$ cat src/rtl/point_reader.sv
// point_reader: walks a completed point table (N entries of x word + y word)
// through a 1-cycle-latency read port. Each point is emitted on a
// valid/ready stream with its index and a last flag. An unsigned bounding
// box of all emitted points is accumulated and presented with done.
//
// Ports:
//   clk, rst           clock (rising edge), synchronous active-high reset
//   start              pulse, begins a scan when src_complete is high
//   src_complete       level, table fully written; dropping it mid-scan aborts
//   rd_en, rd_addr     table read strobe and index
//   rd_x, rd_y         table read data, valid the cycle after rd_en
//   out_valid/ready    stream handshake
//   out_idx/x/y/last   stream payload
//   busy, done         scan in progress / scan finished with bbox valid
//   aborted            one-cycle pulse when a scan is aborted
//   min_x..max_y       unsigned bounding box
module point_reader #(
    parameter int unsigned N  = 64,
    parameter int unsigned AW = 6,
    parameter int unsigned XW = 32,
    parameter int unsigned YW = 8
) (
    input  logic          clk,
    input  logic          rst,
    input  logic          start,
    input  logic          src_complete,
    output logic          rd_en,
    output logic [AW-1:0] rd_addr,
    input  logic [XW-1:0] rd_x,
    input  logic [31:0]   rd_y,
    output logic          out_valid,
    input  logic          out_ready,
    output logic [AW-1:0] out_idx,
    output logic [XW-1:0] out_x,
    output logic [YW-1:0] out_y,
    output logic          out_last,
    output logic          busy,
    output logic          done,
    output logic          aborted,
    output logic [XW-1:0] min_x,
    output logic [XW-1:0] max_x,
    output logic [YW-1:0] min_y,
    output logic [YW-1:0] max_y
);

    localparam logic [AW-1:0] LastIdx = AW'(N - 1);

    typedef enum logic [2:0] {
        StIdle,
        StFetch,
        StWait,
        StSend,
        StDone
    } state_e;

    state_e state_q, state_d;

    logic          accept;
    logic          abort;
    logic          handshake;
    logic [YW-1:0] y_val;

    // Only the low YW bits of the y word carry data.
    logic unused_rd_y;
    assign unused_rd_y = ^rd_y;
    assign y_val       = rd_y[YW-1:0];

    assign rd_en = (state_q == StFetch);

    always_comb begin
        state_d   = state_q;
        accept    = 1'b0;
        abort     = 1'b0;
        handshake = 1'b0;
        case (state_q)
            StIdle, StDone: begin
                if (start && src_complete) begin
                    accept  = 1'b1;
                    state_d = StFetch;
                end
            end
            StFetch: begin
                if (!src_complete) begin
                    abort   = 1'b1;
                    state_d = StIdle;
                end else begin
                    state_d = StWait;
                end
            end
            StWait: begin
                if (!src_complete) begin
                    abort   = 1'b1;
                    state_d = StIdle;
                end else begin
                    state_d = StSend;
                end
            end
            StSend: begin
                // Abort wins over a simultaneous handshake.
                if (!src_complete) begin
                    abort   = 1'b1;
                    state_d = StIdle;
                end else if (out_valid && out_ready) begin
                    handshake = 1'b1;
                    state_d   = (rd_addr == LastIdx) ? StDone : StFetch;
                end
            end
            default: state_d = StIdle;
        endcase
    end

    always_ff @(posedge clk) begin
        if (rst) begin
            state_q <= StIdle;
        end else begin
            state_q <= state_d;
        end
    end

    always_ff @(posedge clk) begin
        if (rst) begin
            rd_addr   <= '0;
            out_valid <= 1'b0;
            out_idx   <= '0;
            out_x     <= '0;
            out_y     <= '0;
            out_last  <= 1'b0;
            busy      <= 1'b0;
            done      <= 1'b0;
            aborted   <= 1'b0;
            min_x     <= '1;
            max_x     <= '0;
            min_y     <= '1;
            max_y     <= '0;
        end else begin
            aborted <= 1'b0;

            if (accept) begin
                rd_addr <= '0;
                busy    <= 1'b1;
                done    <= 1'b0;
                min_x   <= '1;
                max_x   <= '0;
                min_y   <= '1;
                max_y   <= '0;
            end

            if (abort) begin
                // Bbox is left with its partial values.
                out_valid <= 1'b0;
                out_last  <= 1'b0;
                busy      <= 1'b0;
                aborted   <= 1'b1;
            end else if (state_q == StWait) begin
                out_x     <= rd_x;
                out_y     <= y_val;
                out_idx   <= rd_addr;
                out_last  <= (rd_addr == LastIdx);
                out_valid <= 1'b1;
                if (rd_x < min_x) min_x <= rd_x;
                if (rd_x > max_x) max_x <= rd_x;
                if (y_val < min_y) min_y <= y_val;
                if (y_val > max_y) max_y <= y_val;
            end else if (handshake) begin
                out_valid <= 1'b0;
                out_last  <= 1'b0;
                if (rd_addr == LastIdx) begin
                    busy <= 1'b0;
                    done <= 1'b1;
                end else begin
                    rd_addr <= rd_addr + 1'b1;
                end
            end
        end
    end

endmodule

$ cat config.mk
export PLATFORM = sky130hd
export DESIGN_NAME = point_reader
export DESIGN_NICKNAME = d
export VERILOG_FILES = /design/src/rtl/point_reader.sv
export SDC_FILE = /design/constraint.sdc
export NUM_CORES = 1
export LEC_CHECK = 0
export BUFFER_PORTS_ARGS = -buffer_cell sky130_fd_sc_hd__clkbuf_2
export CAP_MARGIN = 30
export CORE_ASPECT_RATIO = 2
export CORE_MARGIN = 1.5
export CORE_UTILIZATION = 30
export CTS_CLUSTER_SIZE = 24
export DETAILED_ROUTE_END_ITERATION = 8
export GPL_TIMING_DRIVEN = 0
export HOLD_SLACK_MARGIN = 0.15
export PLACE_DENSITY = 0.61
export SLEW_MARGIN = 5
export SYNTH_ARGS = -nofsm -noshare
export SYNTH_HDL_FRONTEND = slang
export SYNTH_SLANG_ARGS = --single-unit
$ cat constraint.sdc
create_clock -name clk -period 3.3 [get_ports clk]
set_input_delay 0.165 -clock clk [delete_from_list [all_inputs] [get_ports clk]]
set_output_delay 0.165 -clock clk [all_outputs]
set_load 0.02 [all_outputs]
* Word-level counts from Yosys, hierarchy flattened
Cells that the tools add are included.
** Storage, ports and cells
- Word-level logic and storage cells :: 84
- Input bits :: 69
- Output and inout port bits :: 138
- Register bits after elaboration :: 140
** Cells by class
- Mux-type cells :: 48
- Bitwise logic cells :: 1
- Equal/unequal tests :: 7
- Reductions and logical operators :: 9
- $add $sub $neg :: 1
- Magnitude comparators :: 4
** Operators with widths (count)
- two-way mux 32 bit :: 8
- two-way mux 8 bit :: 8
- > comparator 32 bit :: 1
- < comparator 32 bit :: 1
- two-way mux 6 bit :: 5
- two-way mux 1 bit :: 20
- two-way mux 3 bit :: 4
- one-hot mux 3 bit (4 select lines) :: 1
- > comparator 8 bit :: 1
- < comparator 8 bit :: 1
- adder 6 x 1 -> 6 bit, second input constant :: 1
- == test 3 x 2 -> 1 bit, second input constant :: 2
- == test 6 bit, second input constant :: 1
- two-way mux 2 bit :: 2
- AND reduction 2 bit :: 2
- OR reduction 2 bit :: 2
- == test 3 x 1 -> 1 bit, second input constant :: 1
- == test 3 bit, second input constant :: 1
- logical NOT 3 bit :: 1
- != test 3 bit, second input constant :: 1
- OR reduction 3 bit :: 1
- logical AND 1 bit :: 2
- != test 2 bit, second input constant :: 1
- nonzero test 2 bit :: 1
- inverter 1 bit :: 1

* Depth between registers and ports, before layout
- Word-level depth :: 8
- Mapped depth :: 10

* Least setup slack after synthesis
OpenSTA, ideal clock, no wires.
- Kind :: reg-to-reg
- Start point :: reg min_x[11]
- End point :: reg min_x[10]
- Data required time :: 3.183 ns
- Clock period less this slack :: 2.429 ns
- Setup slack :: 0.871 ns
- Setup time :: 0.117 ns
- Data arrival time :: 2.313 ns
- Cell stages (with the launch flop) :: 11
- Path through :: dfxtp_1 > inv_1 > ha_1 > a21oi_1 > o21ai_0 > a221oi_4 > a31oi_2 > or3_1 > buf_6 > buf_8 > o22a_1
** Between the ends
- Longest elaborated chain between the ends :: 4
** Ends and longest elaborated chain
- start, declared :: line 40 : output logic [XW-1:0] min_x,
- start signal, assigned :: line 160 : if (rd_x < min_x) min_x <= rd_x;
- < comparator 32 bit :: line 160
- two-way mux 32 bit :: line 160
- two-way mux 32 bit :: line 154 : end else if (state_q == StWait) begin
- two-way mux 32 bit :: line 148 : if (abort) begin
No other way between the ends.
A chain may end at the register's enable or synchronous reset.

* Final worst setup path
- Start point :: in rd_x[30]
- End point :: reg min_x[1]
** Between the ends
- Longest elaborated chain between the ends :: 4
** Ends and longest elaborated chain
- start, declared :: line 29 : input logic [XW-1:0] rd_x,
- < comparator 32 bit :: line 160
- two-way mux 32 bit :: line 160
- two-way mux 32 bit :: line 154
- two-way mux 32 bit :: line 148
No other way between the ends.

==> impl_results.md <==
* Clock network latency to the later pin of the worst-skew pair at 430 ps
* CP max stage cell: or4_1
* Final Routed Wirelength at 24,290 um
* Max clock buf depth at 2
* Initial Util at 30.46%
* Initial antenna violation count at 0
* Worst setup EP type: flop
* Slew HR at 35.19%
* Final Hold Vio Count at 0
* Worst setup path class: in -> reg
* # IOs at 207
* Rows at 80
* Min Clock Period, post-route at 2974 ps
* Crit-path cells: dlygate4sd3_1 > clkbuf_2 > ha_1 > and3_1 > nand4_1 > or4_1 > a31oi_2 > o31ai_1 > buf_2 > o22a_1
* Peak per-stage delay on the critical path at 670 ps
* Max capacitance violation total at 0
* Hold/Removal Path Class: in -> reg
* Routed vias/inst at 4.980
* Area Growth Syn to Fin at 31.70%
* Die X at 112.8 um
* Cell Pwr Density at 423.5 nW/um2
* IO Port Bufs at 181
* Register share of total power at 42.7%
* Antenna cells at 0
* Pwr Total at 4.031 mW
* Startpoint types: primary input
* P_int at 3.010 mW
* Final Skew at 9.993 ps
* Layout cells sized above 1 at 21.16%
* Grt ovf at 0
* RSZ-0062 raised after global routing: no
* DR iter-0 viols at 248
* Net switching power at 1.020 mW
* Pre-CTS setup slack at 343.8 ps
* H-tree depth at 4
* Num CTS Buffers at 17
* Clk root buf: clkbuf_16
* Vias at 6,912
* Crit share post-route at 90.13%
* First-pass DRT Iterations at 4
* Seq/Total Area, Yosys at 38.78%
* DP Wirelength at 19,010 um
* Synth Register Bits at 140
* CP Buf/Inv Count at 3
* Clock sinks at 140
* Layout fillers at 2,443
* Largest net degree at the start of global routing at 17
* Post-synth EDFFs at 0
* Arrival time of the worst setup path at 3300 ps
* Synth Flop Type: dfxtp_1
* Net count, final at 1,236
* Async set-or-reset flop fraction in the synthesized netlist at 0%
* Min setup slack post-route at 325.7 ps
* Fin Setup TNS at 0 ps
* Sw frac at 25.32%
* Vias in the first global route at 6,815
* Core ar. at 23,720 um2
* Clock power frac at 47.2%
* CTS clk-pin slew, worst paths at 60 ps
* Mapped Area at 7227 um2
* Antenna-violating nets left at 0
* Unique cell type count in the Yosys netlist at 58
* Syn_area_per_cell at 8.573 um2
* Syn. warnings at 0
* Die Area at 25,090 um2
* Status: completed
* Placer congestion estimate at 0.8094
* First-pass GRT wire length at 36,960 um
* Drt drc at 0
* Max Fanout on Critical Path at 10
* Final setup vio count at 0
* Worst EP required at 3620 ps
* Post-Synthesis Cells at 843
* Fmax achieved at 0.3362 GHz
* Slew Limit Fails at 0
* Final Util at 40.12%
* Combinational Power Share at 10.1%
* Gr usage total at 19.60%
* Kind of cell adding the most delay to the critical path: simple AND/OR/NAND/NOR gates
* CTS tree: built
* Worst vdd ir at 0.0002409 V
* DR WL/cell at 17.50 um
* Worst-Margin Slew at 964.8 ps
* Leak at 4.338 nW
* Syn Nets at 991
* Die Y at 222.5 um
Yosys cell counts, types with 4 or more instances:
library cell / count / area share, %
dfxtp_1: 140 / 39
nand2_1: 129 / 6.7
inv_1: 98 / 5.1
a21oi_1: 79 / 5.5
ha_1: 79 / 14
mux2i_1: 32 / 4.4
o22a_1: 31 / 3.8
nor2_1: 28 / 1.5
clkbuf_1: 26 / 1.4
nand2b_1: 25 / 2.2
or3_1: 23 / 2.0
o22ai_1: 17 / 1.5
nand3_1: 15 / 1.0
nor3_1: 14 / 0.97
nand4_1: 9 / 0.78
o21ai_0: 9 / 0.62
a21o_1: 8 / 0.83
buf_2: 7 / 0.48
and3_1: 6 / 0.52
and4_1: 5 / 0.61
or4_1: 4 / 0.42
power groups by stage:
stage	registers, mW	logic (mW)	clock network (mW)
2_1_floorplan	1.78	0.183	0
3_3_place_gp	1.76	0.362	0
3_5_place_dp	1.76	0.367	0
4_1_cts	1.72	0.411	1.96
5_1_grt	1.72	0.448	2.03
6_report	1.72	0.406	1.90
final timing paths:
check                           startpoint         to  slack (ps)  cells after the start
worst max register to register   min_x[30]   min_x[1]         380                      9
worst min-delay path                   rst  out_valid         210                      3
worst max-delay path              rd_x[30]   min_x[1]         330                     10
worst min register to register   out_x[12]  out_x[12]         450                      2
area by class of cell:
cell class                 count  area (um2)  area share, %
sequential                   140        2803          29.45
tap                          287       359.1          3.773
buffer                        40       200.2          2.103
clock buffer                  20       456.7          4.798
inverter                      98       367.9          3.865
multi-input combinational    565        3856          40.52
clock inverter                12       121.4          1.275
timing repair buffer         226        1354          14.22
flip-flops by register name, summed over array words and instances (netlist names):
register and count:
max_y 8, out_x 32, max_x 32, out_last 1, aborted 1, out_y 8, out_idx 6, min_y 8
out_valid 1, done 1, state_q 3, min_x 32, rd_addr 6, busy 1
cell usage in the layout, fill, tap and decap left out, types with 4 or more instances in the layout:
| cell type | count |
|---|---|
| nor2_1 | 28 |
| nand4_1 | 9 |
| and4_1 | 5 |
| nor3_1 | 14 |
| nand2b_1 | 25 |
| clkbuf_1 | 27 |
| a21oi_1 | 79 |
| dlygate4sd3_1 | 44 |
| o22a_1 | 31 |
| clkbuf_16 | 17 |
| o21ai_0 | 9 |
| clkinv_2 | 6 |
| or3_1 | 23 |
| clkbuf_2 | 181 |
| and3_1 | 6 |
| or4_1 | 4 |
| o22ai_1 | 17 |
| nand2_1 | 129 |
| a21o_1 | 8 |
| ha_1 | 79 |
| inv_1 | 98 |
| mux2i_1 | 32 |
| buf_2 | 7 |
| dfxtp_1 | 140 |
| nand3_1 | 15 |
worst reg2reg max path: stages (launching register included):
cell,delay (ps)
dfxtp_1,370
inv_1,70
ha_1,290
and3_1,220
nand4_1,200
or4_1,670
a31oi_2,310
o31ai_1,190
buf_2,290
o22a_1,200
through the flow:
| step | hold slack [ps] | cell area, um2 | cells |
|---|---|---|---|
| 5_1_grt | 245.6 | 9518 | 1388 |
| 3_3_place_gp | 443.7 | 8492 | 1311 |
| 3_5_place_dp | 446.7 | 8492 | 1311 |
| 6_report | 209.9 | 9518 | 1388 |
| 2_1_floorplan | 297.8 | 7227 | 843 |
| 4_1_cts | 197.4 | 9510 | 1387 |
timing repair:
action,4_1_cts,5_1_grt
setup buffers,0,0
hold buffers,44,0
gates resized for setup,0,0
hold endpoints to repair,122,0
layer usage:
metal	vias to the layer above	part of all wire (%)	track usage [%]
li1	3405	-	-
met1	3266	35	18.40
met2	188	57	38.22
met3	53	3.6	3.628
met4	0	5.2	11.72
met5	-	0	0
logic make-up (layout without fill, tap and decap cells):
family	count (synthesis)	in the layout	share of synthesized area, %
AND/OR/NAND/NOR	274	274	18.39
AO/OA/AOI/OAI	179	179	16.74
flip-flops	140	140	38.78
buffers and inverters	138	396	7.860
adder cells (fa/ha/maj)	79	79	13.68
multiplexers	32	32	4.432
XOR/XNOR	1	1	0.1212
Power figures use the tool's default switching activity.
